===== config.mk =====
export PLATFORM = sky130hd
export DESIGN_NAME = lsp_bracket_finder_flat
export DESIGN_NICKNAME = d
export VERILOG_FILES = /design/src/rtl/lsp_pkg.sv /design/src/rtl/lsp_bracket_finder_if.sv /design/src/rtl/neg_check.sv /design/src/rtl/lsp_bracket_finder.sv /design/src/flat_wrapper.sv
export SDC_FILE = /design/constraint.sdc
export NUM_CORES = 1
export LEC_CHECK = 0
export ABC_CLOCK_PERIOD_IN_PS = 2580
export CORE_ASPECT_RATIO = 0.75
export CORE_UTILIZATION = 36
export CTS_CLUSTER_SIZE = 28
export DETAILED_ROUTE_END_ITERATION = 6
export GPL_TIMING_DRIVEN = 0
export HOLD_SLACK_MARGIN = 0.1
export PLACE_DENSITY = 0.69
export SKIP_CTS_REPAIR_TIMING = 1
export SKIP_LAST_GASP = 1
export SLEW_MARGIN = 10
export SYNTH_ARGS = -nofsm -noshare
export SYNTH_HDL_FRONTEND = slang
export SYNTH_SLANG_ARGS = --single-unit

===== constraint.sdc =====
create_clock -name clk -period 2.58 [get_ports clk]
set_clock_uncertainty 0.05 [all_clocks]
set_input_delay 0.774 -clock clk [delete_from_list [all_inputs] [get_ports clk]]
set_output_delay 0.774 -clock clk [all_outputs]
set_load 0.02 [all_outputs]

===== src/rtl/lsp_pkg.sv =====
// Shared constants and FSM encoding for the LSP root-search pipeline
// (bracket finder and downstream bisection stage).
package lsp_pkg;

  localparam int unsigned LspN        = 32;
  localparam int unsigned LspIdxW     = 8;
  localparam int unsigned LspMaxRoots = 10;
  localparam int unsigned LspCntW     = 4;

  typedef enum logic [2:0] {
    StIdle   = 3'd0,
    StFirst  = 3'd1,
    StScan   = 3'd2,
    StEmit   = 3'd3,
    StFinish = 3'd4
  } lsp_state_e;

endpackage


===== src/rtl/lsp_bracket_finder_if.sv =====
// Sample stream in, bracket stream out; slave is the bracket finder itself.
interface lsp_bracket_finder_if
  import lsp_pkg::*;
#(
  parameter int unsigned N     = LspN,
  parameter int unsigned IDX_W = LspIdxW
);
  logic             in_valid;
  logic             in_ready;
  logic [N-1:0]     in_val;
  logic             in_last;
  logic             br_valid;
  logic             br_ready;
  logic [IDX_W-1:0] br_idx;
  logic [N-1:0]     br_prev;
  logic [N-1:0]     br_curr;

  modport master (
    output in_valid, in_val, in_last, br_ready,
    input  in_ready, br_valid, br_idx, br_prev, br_curr
  );

  modport slave (
    input  in_valid, in_val, in_last, br_ready,
    output in_ready, br_valid, br_idx, br_prev, br_curr
  );
endinterface


===== src/rtl/neg_check.sv =====
// Sign-change detector between two IEEE-754 words; purely bit-based, so
// +0/-0 differ and NaN sign bits are taken as-is.
module neg_check #(
  parameter int unsigned N = 32
) (
  input  logic [N-1:0] psumr,
  input  logic [N-1:0] psum1,
  output logic         neg
);
  logic unused_mag;

  assign neg        = psumr[N-1] ^ psum1[N-1];
  assign unused_mag = ^{psumr[N-2:0], psum1[N-2:0]};
endmodule


===== src/rtl/lsp_bracket_finder.sv =====
// Scans a stream of polynomial samples and emits one (idx, prev, curr)
// bracket per sign change, stopping at MAX_ROOTS brackets or end of sweep.
module lsp_bracket_finder
  import lsp_pkg::*;
#(
  parameter int unsigned N         = LspN,
  parameter int unsigned IDX_W     = LspIdxW,
  parameter int unsigned MAX_ROOTS = LspMaxRoots,
  parameter int unsigned CNT_W     = LspCntW
) (
  input  logic                 clk,
  input  logic                 rst_n,
  input  logic                 start,
  lsp_bracket_finder_if.slave  bus,
  output logic [CNT_W-1:0]     root_cnt,
  output logic                 done,
  output logic                 busy
);

  lsp_state_e       state_q;
  logic             in_ready_q;
  logic             br_valid_q;
  logic             done_q;
  logic             busy_q;
  logic             last_seen_q;
  logic [IDX_W-1:0] br_idx_q;
  logic [IDX_W-1:0] idx_q;
  logic [N-1:0]     br_prev_q;
  logic [N-1:0]     br_curr_q;
  logic [N-1:0]     prev_q;
  logic [CNT_W-1:0] root_cnt_q;

  logic in_xfer;
  logic sign_change;
  logic last_root;

  neg_check #(
    .N(N)
  ) u_neg_check (
    .psumr(prev_q),
    .psum1(bus.in_val),
    .neg  (sign_change)
  );

  assign in_xfer   = bus.in_valid && in_ready_q;
  assign last_root = (root_cnt_q + CNT_W'(1)) == CNT_W'(MAX_ROOTS);

  always_ff @(posedge clk or negedge rst_n) begin
    if (!rst_n) begin
      state_q     <= StIdle;
      in_ready_q  <= 1'b0;
      br_valid_q  <= 1'b0;
      done_q      <= 1'b0;
      busy_q      <= 1'b0;
      last_seen_q <= 1'b0;
      br_idx_q    <= '0;
      idx_q       <= '0;
      br_prev_q   <= '0;
      br_curr_q   <= '0;
      prev_q      <= '0;
      root_cnt_q  <= '0;
    end else begin
      done_q <= 1'b0;
      case (state_q)
        StIdle: begin
          if (start) begin
            root_cnt_q <= '0;
            idx_q      <= '0;
            in_ready_q <= 1'b1;
            busy_q     <= 1'b1;
            state_q    <= StFirst;
          end
        end
        StFirst: begin
          if (in_xfer) begin
            prev_q <= bus.in_val;
            idx_q  <= '0;
            if (bus.in_last) begin
              in_ready_q <= 1'b0;
              done_q     <= 1'b1;
              state_q    <= StFinish;
            end else begin
              state_q <= StScan;
            end
          end
        end
        StScan: begin
          if (in_xfer) begin
            prev_q <= bus.in_val;
            idx_q  <= idx_q + IDX_W'(1);
            // idx_q names the left sample of the pair being compared
            if (sign_change) begin
              br_idx_q    <= idx_q;
              br_prev_q   <= prev_q;
              br_curr_q   <= bus.in_val;
              last_seen_q <= bus.in_last;
              br_valid_q  <= 1'b1;
              in_ready_q  <= 1'b0;
              state_q     <= StEmit;
            end else if (bus.in_last) begin
              in_ready_q <= 1'b0;
              done_q     <= 1'b1;
              state_q    <= StFinish;
            end
          end
        end
        StEmit: begin
          if (bus.br_ready) begin
            br_valid_q <= 1'b0;
            root_cnt_q <= root_cnt_q + CNT_W'(1);
            if (last_root || last_seen_q) begin
              done_q  <= 1'b1;
              state_q <= StFinish;
            end else begin
              in_ready_q <= 1'b1;
              state_q    <= StScan;
            end
          end
        end
        StFinish: begin
          busy_q  <= 1'b0;
          state_q <= StIdle;
        end
        default: begin
          in_ready_q <= 1'b0;
          br_valid_q <= 1'b0;
          busy_q     <= 1'b0;
          state_q    <= StIdle;
        end
      endcase
    end
  end

  assign bus.in_ready = in_ready_q;
  assign bus.br_valid = br_valid_q;
  assign bus.br_idx   = br_idx_q;
  assign bus.br_prev  = br_prev_q;
  assign bus.br_curr  = br_curr_q;
  assign root_cnt     = root_cnt_q;
  assign done         = done_q;
  assign busy         = busy_q;

endmodule

===== src/flat_wrapper.sv =====
// flat-port wrapper written by rule: the top's interface ports become plain ports
module lsp_bracket_finder_flat import lsp_pkg::*;
#(
  parameter int unsigned N         = LspN,
  parameter int unsigned IDX_W     = LspIdxW,
  parameter int unsigned MAX_ROOTS = LspMaxRoots,
  parameter int unsigned CNT_W     = LspCntW
)
  (clk, rst_n, start, root_cnt, done, busy, bus_in_valid, bus_in_val, bus_in_last, bus_br_ready, bus_in_ready, bus_br_valid, bus_br_idx, bus_br_prev, bus_br_curr);
  lsp_bracket_finder_if #(.N(N), .IDX_W(IDX_W)) bus_i ();
  input  logic clk;
  input  logic rst_n;
  input  logic start;
  output logic [CNT_W-1:0] root_cnt;
  output logic done;
  output logic busy;
  input wire logic [$bits(bus_i.in_valid)-1:0] bus_in_valid;
  input wire logic [$bits(bus_i.in_val)-1:0] bus_in_val;
  input wire logic [$bits(bus_i.in_last)-1:0] bus_in_last;
  input wire logic [$bits(bus_i.br_ready)-1:0] bus_br_ready;
  output wire logic [$bits(bus_i.in_ready)-1:0] bus_in_ready;
  output wire logic [$bits(bus_i.br_valid)-1:0] bus_br_valid;
  output wire logic [$bits(bus_i.br_idx)-1:0] bus_br_idx;
  output wire logic [$bits(bus_i.br_prev)-1:0] bus_br_prev;
  output wire logic [$bits(bus_i.br_curr)-1:0] bus_br_curr;
  assign bus_i.in_valid = bus_in_valid;
  assign bus_i.in_val = bus_in_val;
  assign bus_i.in_last = bus_in_last;
  assign bus_i.br_ready = bus_br_ready;
  assign bus_in_ready = bus_i.in_ready;
  assign bus_br_valid = bus_i.br_valid;
  assign bus_br_idx = bus_i.br_idx;
  assign bus_br_prev = bus_i.br_prev;
  assign bus_br_curr = bus_i.br_curr;
  lsp_bracket_finder #(.N(N), .IDX_W(IDX_W), .MAX_ROOTS(MAX_ROOTS), .CNT_W(CNT_W)) u_core (.clk(clk), .rst_n(rst_n), .start(start), .bus(bus_i), .root_cnt(root_cnt), .done(done), .busy(busy));
endmodule

* Word-level counts from Yosys, hierarchy flattened *
Cells that the tools add are included.

cells by class
  add/subtract/negate cells = 2
  eq/ne operators = 12
  muxes and demuxes = 36
  bitwise gates (word level) = 4
  reductions and logical operators = 16

operators with widths
  cell                 count
  $mux 3               8
  $mux 8               3
  $pmux 8 s3           1
  $mux 1               16
  $pmux 3 s4           1
  $add 8x1->8 const B  1
  $mux 4               2
  $pmux 4 s2           1
  $reduce_and 4->1     2
  $eq 3x2->1 const B   2
  $ne 2x1->1 const B   3
  $ne 2x2->1 const B   3
  $pmux 1 s3           2
  $reduce_and 3->1     2
  $reduce_and 6->1     1
  $reduce_or 3->1      2
  $pmux 1 s5           1
  $reduce_and 5->1     1
  $add 4x1->4 const B  1
  $eq 4x4->1 const B   1
  $reduce_and 2->1     2
  $eq 3x1->1 const B   1
  $eq 3x3->1 const B   1
  $logic_not 3->1      1
  9 further kinds      11

word-level totals
  register bits after elaboration = 124
  input bits = 38
  output and inout port bits = 80
  word-level logic and storage cells = 82

* Logic depth before layout (Yosys ltp) *
  depth in word-level cells = 6
  gate-level depth with buffers = 8
  gate-level depth less buffers = 6

* Cells and area by module *
From an unflattened synthesis, not the netlist that was laid out.

second synthesis, totals
  cell total of the unflattened synthesis = 359
  area, all modules = 5047.3 um2

by module, submodules not included
  module              instances  cells each  area an instance (um2)  seq. area each (um2)
  lsp_bracket_finder  1          358         5038.6                  3103.0
  neg_check           1          1           8.8                     0.0

* Worst setup path before layout *
Ideal clock, no wire load.

  path kind = input to register
  start = input port bus_in_val[31]
  end = register u_core.br_idx_q[0] (netlist: u_core.bus.br_idx[0])
  setup time = 0.125 ns
  arrival time = 2.168 ns
  data required time = 2.405 ns
  setup slack = 0.237 ns
  stages on the path = 7
  buffers on the path = 3
  cell sequence = xnor2_1 or3_1 or2_1 clkbuf_1 buf_6 buf_6 mux2_4

between the ends
  longest elaborated chain between the ends = 2

ends and longest elaborated chain
  item                        line                      text
  from (decl)                 flat_wrapper.sv:18        input wire logic [$bits(bus_i.in_val)-1:0] bus_in_val;
  $xor 1x1->1                 neg_check.sv:12           assign neg = psumr[N-1] ^ psum1[N-1];
  $reduce_and 3->1 (no line)  -
  to (signal assigned)        lsp_bracket_finder.sv:93  br_idx_q <= idx_q;
  to (decl)                   lsp_bracket_finder.sv:26  logic [IDX_W-1:0] br_idx_q;

No other way between the ends.
A chain may end at the register's enable or synchronous reset.

* Final worst setup path *
  start = input port bus_in_valid
  end = register u_core.prev_q[7]

between the ends
  longest elaborated chain between the ends = 2

ends and longest elaborated chain
  item                        line                      text
  from (decl)                 flat_wrapper.sv:17        input wire logic [$bits(bus_i.in_valid)-1:0] bus_in_valid;
  $logic_and 1x1->1           lsp_bracket_finder.sv:45  assign in_xfer = bus.in_valid && in_ready_q;
  $reduce_and 2->1 (no line)  -
  to (signal assigned)        lsp_bracket_finder.sv:76  prev_q <= bus.in_val;
  to (signal assigned)        lsp_bracket_finder.sv:89  prev_q <= bus.in_val;
  to (decl)                   lsp_bracket_finder.sv:30  logic [N-1:0] prev_q;

No other way between the ends.

==> results.md <==
- The worst register-to-register path ends at u_core.bus.br_prev[6].
- The static leakage is approximately 3.3 nW.
- Measured along the x axis, the die boundary spans about 140 microns.
- The number of standard cells in the final layout excluding fillers is slightly below 700.
- The layout overhead on the synthesized area is 39.74%.
- The count of endpoints failing hold in the final timing report is 0.
- The type of the most critical hold path is primary input to async pin.
- The number of antenna cells inserted is 0.
- The critical path ends at u_core.prev_q[7].
- In the global route stage, overall resource usage came out at 15.86%.
- The number of antenna violations at the first check in global routing is 0.
- The maximum count of clock buffers along a single path is 2.
- The number of buffers inserted during clock tree synthesis is 17.
- The area of all placed cells without fillers is 7237 sq um.
- In this run the mean area of a mapped cell was 14.67 sq um.
- The final setup violation count is 0.
- Setup repair after global routing left no endpoint under its margin.
- The worst setup path is captured at a flip-flop.
- The area enclosed by the die boundary is approximately 15000 sq um.
- The fraction of synthesized cell area in xor and xnor cells is between 1 and 1.5%.
- The CTS tree is built.
- Measured in cells, the most critical reg-to-reg path has a length of 7.
- The die span in y is roughly 110 microns.
- The global-route congestion overflow total is 0.
- The maximum number of pins on one net before global-route repair is between 70 and 80.
- In this run the worst path has a maximum fanout of 10.
- Clock latency on the worst-skew pair, taken at its later pin, is 0.41 ns.
- The final-stage net count is ~530.
- The post-route antenna net violation count is 0.
- After synthesis, the share of flip-flops with an asynchronous set or reset is 100.0%.
- The net count after synthesis is between 300 and 400.
- For this run, the detailed router's first-pass iteration total came to 4.
- The core occupancy in the finished layout is between 50% and 60%.
- The initial core utilization is a little under two fifths.
- The total of buffers placed on input and output ports is between 100 and 150.
- Headroom to the max-slew limit came out at a little over half.
- Summed over all instances, the cell type with the most area after synthesis is dfrtp_1.
- The worst register-to-register path begins at u_core.state_q[0].
- The overall routed net length is between 10000 and 15000 microns.
- After synthesis, the largest area contributor takes up between 50% and 60% of total cell area.
- The total clock sinks is 124.
- The minimum setup slack after placement is -0.5761 ns.
- Among all cell types in the netlist, the one instantiated most often is dfrtp_1.
- The area share of fa/ha/maj cells after synthesis is less than 1%.
- The layer with the highest usage is met2.
- Counting instances in the post-synthesis netlist gives the leading cell types as 124 x dfrtp_1, 71 x mux2_2, 35 x mux2_4.
- Power spread over the standard cell area amounts to ~1300 nW/um^2.
- Based on the critical path, the design can be clocked at up to slightly above 400 MHz.
- Yosys printed 0 warnings.
- After synthesis, the largest family of logic cells by area is multiplexers.
- The root buffer cell is clkbuf_16.
- The number of rows in the core area is 37.
- The maximum level of the CTS H-tree is 4.
- The number of pins with negative max-slew slack in the final report is 0.
- The flow ran to the end, and the final reports show no timing, DRC or antenna violations.
- The via count of the first global-routing pass is between 3000 and 4000.
- The number of cells after detailed placement is around 650.
- In this run the count of I/O pins placed on the die edge is around 120.
- The detailed router finished its first iteration with roughly 140 violations.
- Ranked by total cell area, the synthesized netlist is headed by dfrtp_1 60%, mux2_2 15%, mux2_4 10%.
- Of the post-synthesis cell area, the part taken by muxes is ~26%.
- After layout, the minimum clock period comes to between 2 and 2.5 ns.
- The dominant register cell in the synthesized netlist is dfrtp_1.
- The total chip power is around 0.009 W.
- Counting distinct cell types in the post-synthesis netlist gives between 40 and 50.
- The launch point of the critical path is bus_in_valid.
- The HPWL after detailed placement is 7526 microns.
- The required time of the critical path is around 2.8 ns.
- The data arrival time of the critical path is roughly 2.7 ns.
- After detailed routing, the average wire length per cell comes to approximately 16 microns.
- For met2 alone, demand over resource in global routing was ~25%.
- The total area inside the core boundary comes to around 14000 sq um.
- Across all layers, the routed design uses around 3300 vias.
- The worst setup path is launched from a primary input.
- The register clock-pin slew on the reported worst setup and hold paths is ~0.06 ns.
- The max-cap violation count is 0.
- The share of synthesized cell area in and, or, nand and nor gates is about 6%.
- The first global-routing pass estimated around 18000 microns of wire.
- After synthesis the netlist holds a flip-flop and latch count of ~120.
- Counting flops with a built-in enable in the synthesized netlist gives 0.
- The synthesized netlist cell count is 353.
- The weighted congestion at the end of routability-driven global placement is 0.8814.
- The flop-to-flop setup slack is 0.31 ns.
- For this run, global-route usage on met3 was measured as under 10%.
- The proportion of layout cells with a drive suffix above 1 is between 30 and 40%.
- The final period utilization is between 90% and 100%.
- The type of the worst setup path is primary input to flip-flop.
- After detailed placement, the total cell area comes to between 6000 and 7000 sq um.
- The post-synthesis cell area is around 5200 sq um.
- The worst path meets setup with approximately 0.10 ns of slack.
- At the pin with the least slew margin, the transition time is 0.6743 ns.
- The compound-cell area share of the yosys netlist is under 10%.
- In the routed design, unresolved DRC markers number 0.
- The detail-routed via count per cell is slightly below 5.
- The maximum vdd ir drop is 592.9 uV.
- The register area share after synthesis is 59.92%.
- For this run, global-route usage on met1 was measured as 20.30%.
==> flip-flops by register name, indices dropped and copies added (netlist names) <==
| name | cells |
|---|---|
| u_core.bus.br_curr | 32 |
| u_core.bus.in_ready | 1 |
| u_core.root_cnt | 4 |
| u_core.state_q | 3 |
| u_core.done | 1 |
| u_core.prev_q | 32 |
| u_core.busy | 1 |
| u_core.bus.br_idx | 8 |
| u_core.bus.br_valid | 1 |
| u_core.bus.br_prev | 32 |
| u_core.last_seen_q | 1 |
| u_core.idx_q | 8 |
==> power by group <==
group / internal (W) / switching, W / total (W) / leakage [nW]
Clock: 0.00157 / 0.000932 / 0.00250 / 0.292
Combinational: 0.00191 / 0.00152 / 0.00343 / 1.42
Sequential: 0.00277 / 0.000486 / 0.00326 / 1.61
==> cell type report <==
| class | instances | area (sq um) |
|---|---|---|
| clock inverters | 14 | 183.9 |
| inverters | 6 | 22.52 |
| repair buffers | 118 | 1202 |
| well taps | 175 | 219.0 |
| multi-input cells | 207 | 1962 |
| flip-flops and latches | 124 | 3103 |
| fillers | 1193 | 6651 |
| plain buffers | 16 | 105.1 |
| clock buffers | 18 | 439.2 |
==> kinds of logic after synthesis <==
kind of cell	after synthesis
AOI/OAI and AO/OA	29
adders and majority gates	3
xor gates and xnor gates	7
and+or+nand+nor	61
DFF	124
muxes	107
buffers and inverters	22
==> placed cells by master, fill, tap and decap left out, types with 2 or more instances in the layout <==
cell type | netlist | final
buf_2 | 6 | 6
xnor2_1 | 4 | 3
nor3_1 | 7 | 7
a21oi_1 | 5 | 5
ha_1 | 3 | 3
bufinv_16 | 0 | 3
dfrtp_1 | 124 | 124
clkinv_4 | 0 | 3
mux2_2 | 71 | 71
clkdlybuf4s50_1 | 0 | 115
inv_6 | 0 | 3
mux2_4 | 35 | 35
a211oi_1 | 3 | 3
a31oi_1 | 2 | 2
nand3_1 | 9 | 9
buf_6 | 5 | 6
nor2_1 | 14 | 14
clkbuf_1 | 5 | 5
inv_1 | 6 | 6
a32o_1 | 2 | 2
clkinvlp_4 | 0 | 4
xor2_1 | 3 | 3
o21ai_0 | 5 | 5
nand2b_1 | 3 | 3
nand2_1 | 12 | 12
clkbuf_16 | 0 | 17
nor2b_1 | 6 | 6
==> critical path, stage by stage <==
cell and delay, ns:
clkdlybuf4s50_1 0.54, nand2_1 0.23, nor3_4 0.40, buf_2 0.38
mux2_2 0.38
==> how the worst min path moves through the flow <==
stage | startpoint | endpoint | slack (ns) | cells after the start
global placement | u_core.bus.br_prev[31] | u_core.bus.br_prev[31] | 0.41 | 2
detailed placement | u_core.bus.br_idx[6] | u_core.bus.br_idx[6] | 0.42 | 2
floorplan | rst_n | u_core.bus.br_curr[0] | 0.43 | 0
finish | rst_n | u_core.bus.br_idx[0] | 0.23 | 1
CTS | rst_n | u_core.bus.br_idx[1] | 0.25 | 1
global route | rst_n | u_core.bus.br_idx[0] | 0.26 | 1
==> metal layers <==
metal / up-vias / part of all wire, %
met1: 1658 / 47
met5: - / 0
li1: 1526 / -
met4: 0 / 1.1
met3: 14 / 6.2
met2: 99 / 46
==> metrics by stage <==
step	hold WS (ns)	TNS (ns)
after CTS	0.2505	-8.042
after global placement	0.4147	-563.19
after detailed placement	0.4202	-52.70
final	0.2342	0
after global routing	0.2581	0
after floorplan	0.4266	0
Power figures use the tool's default switching activity.
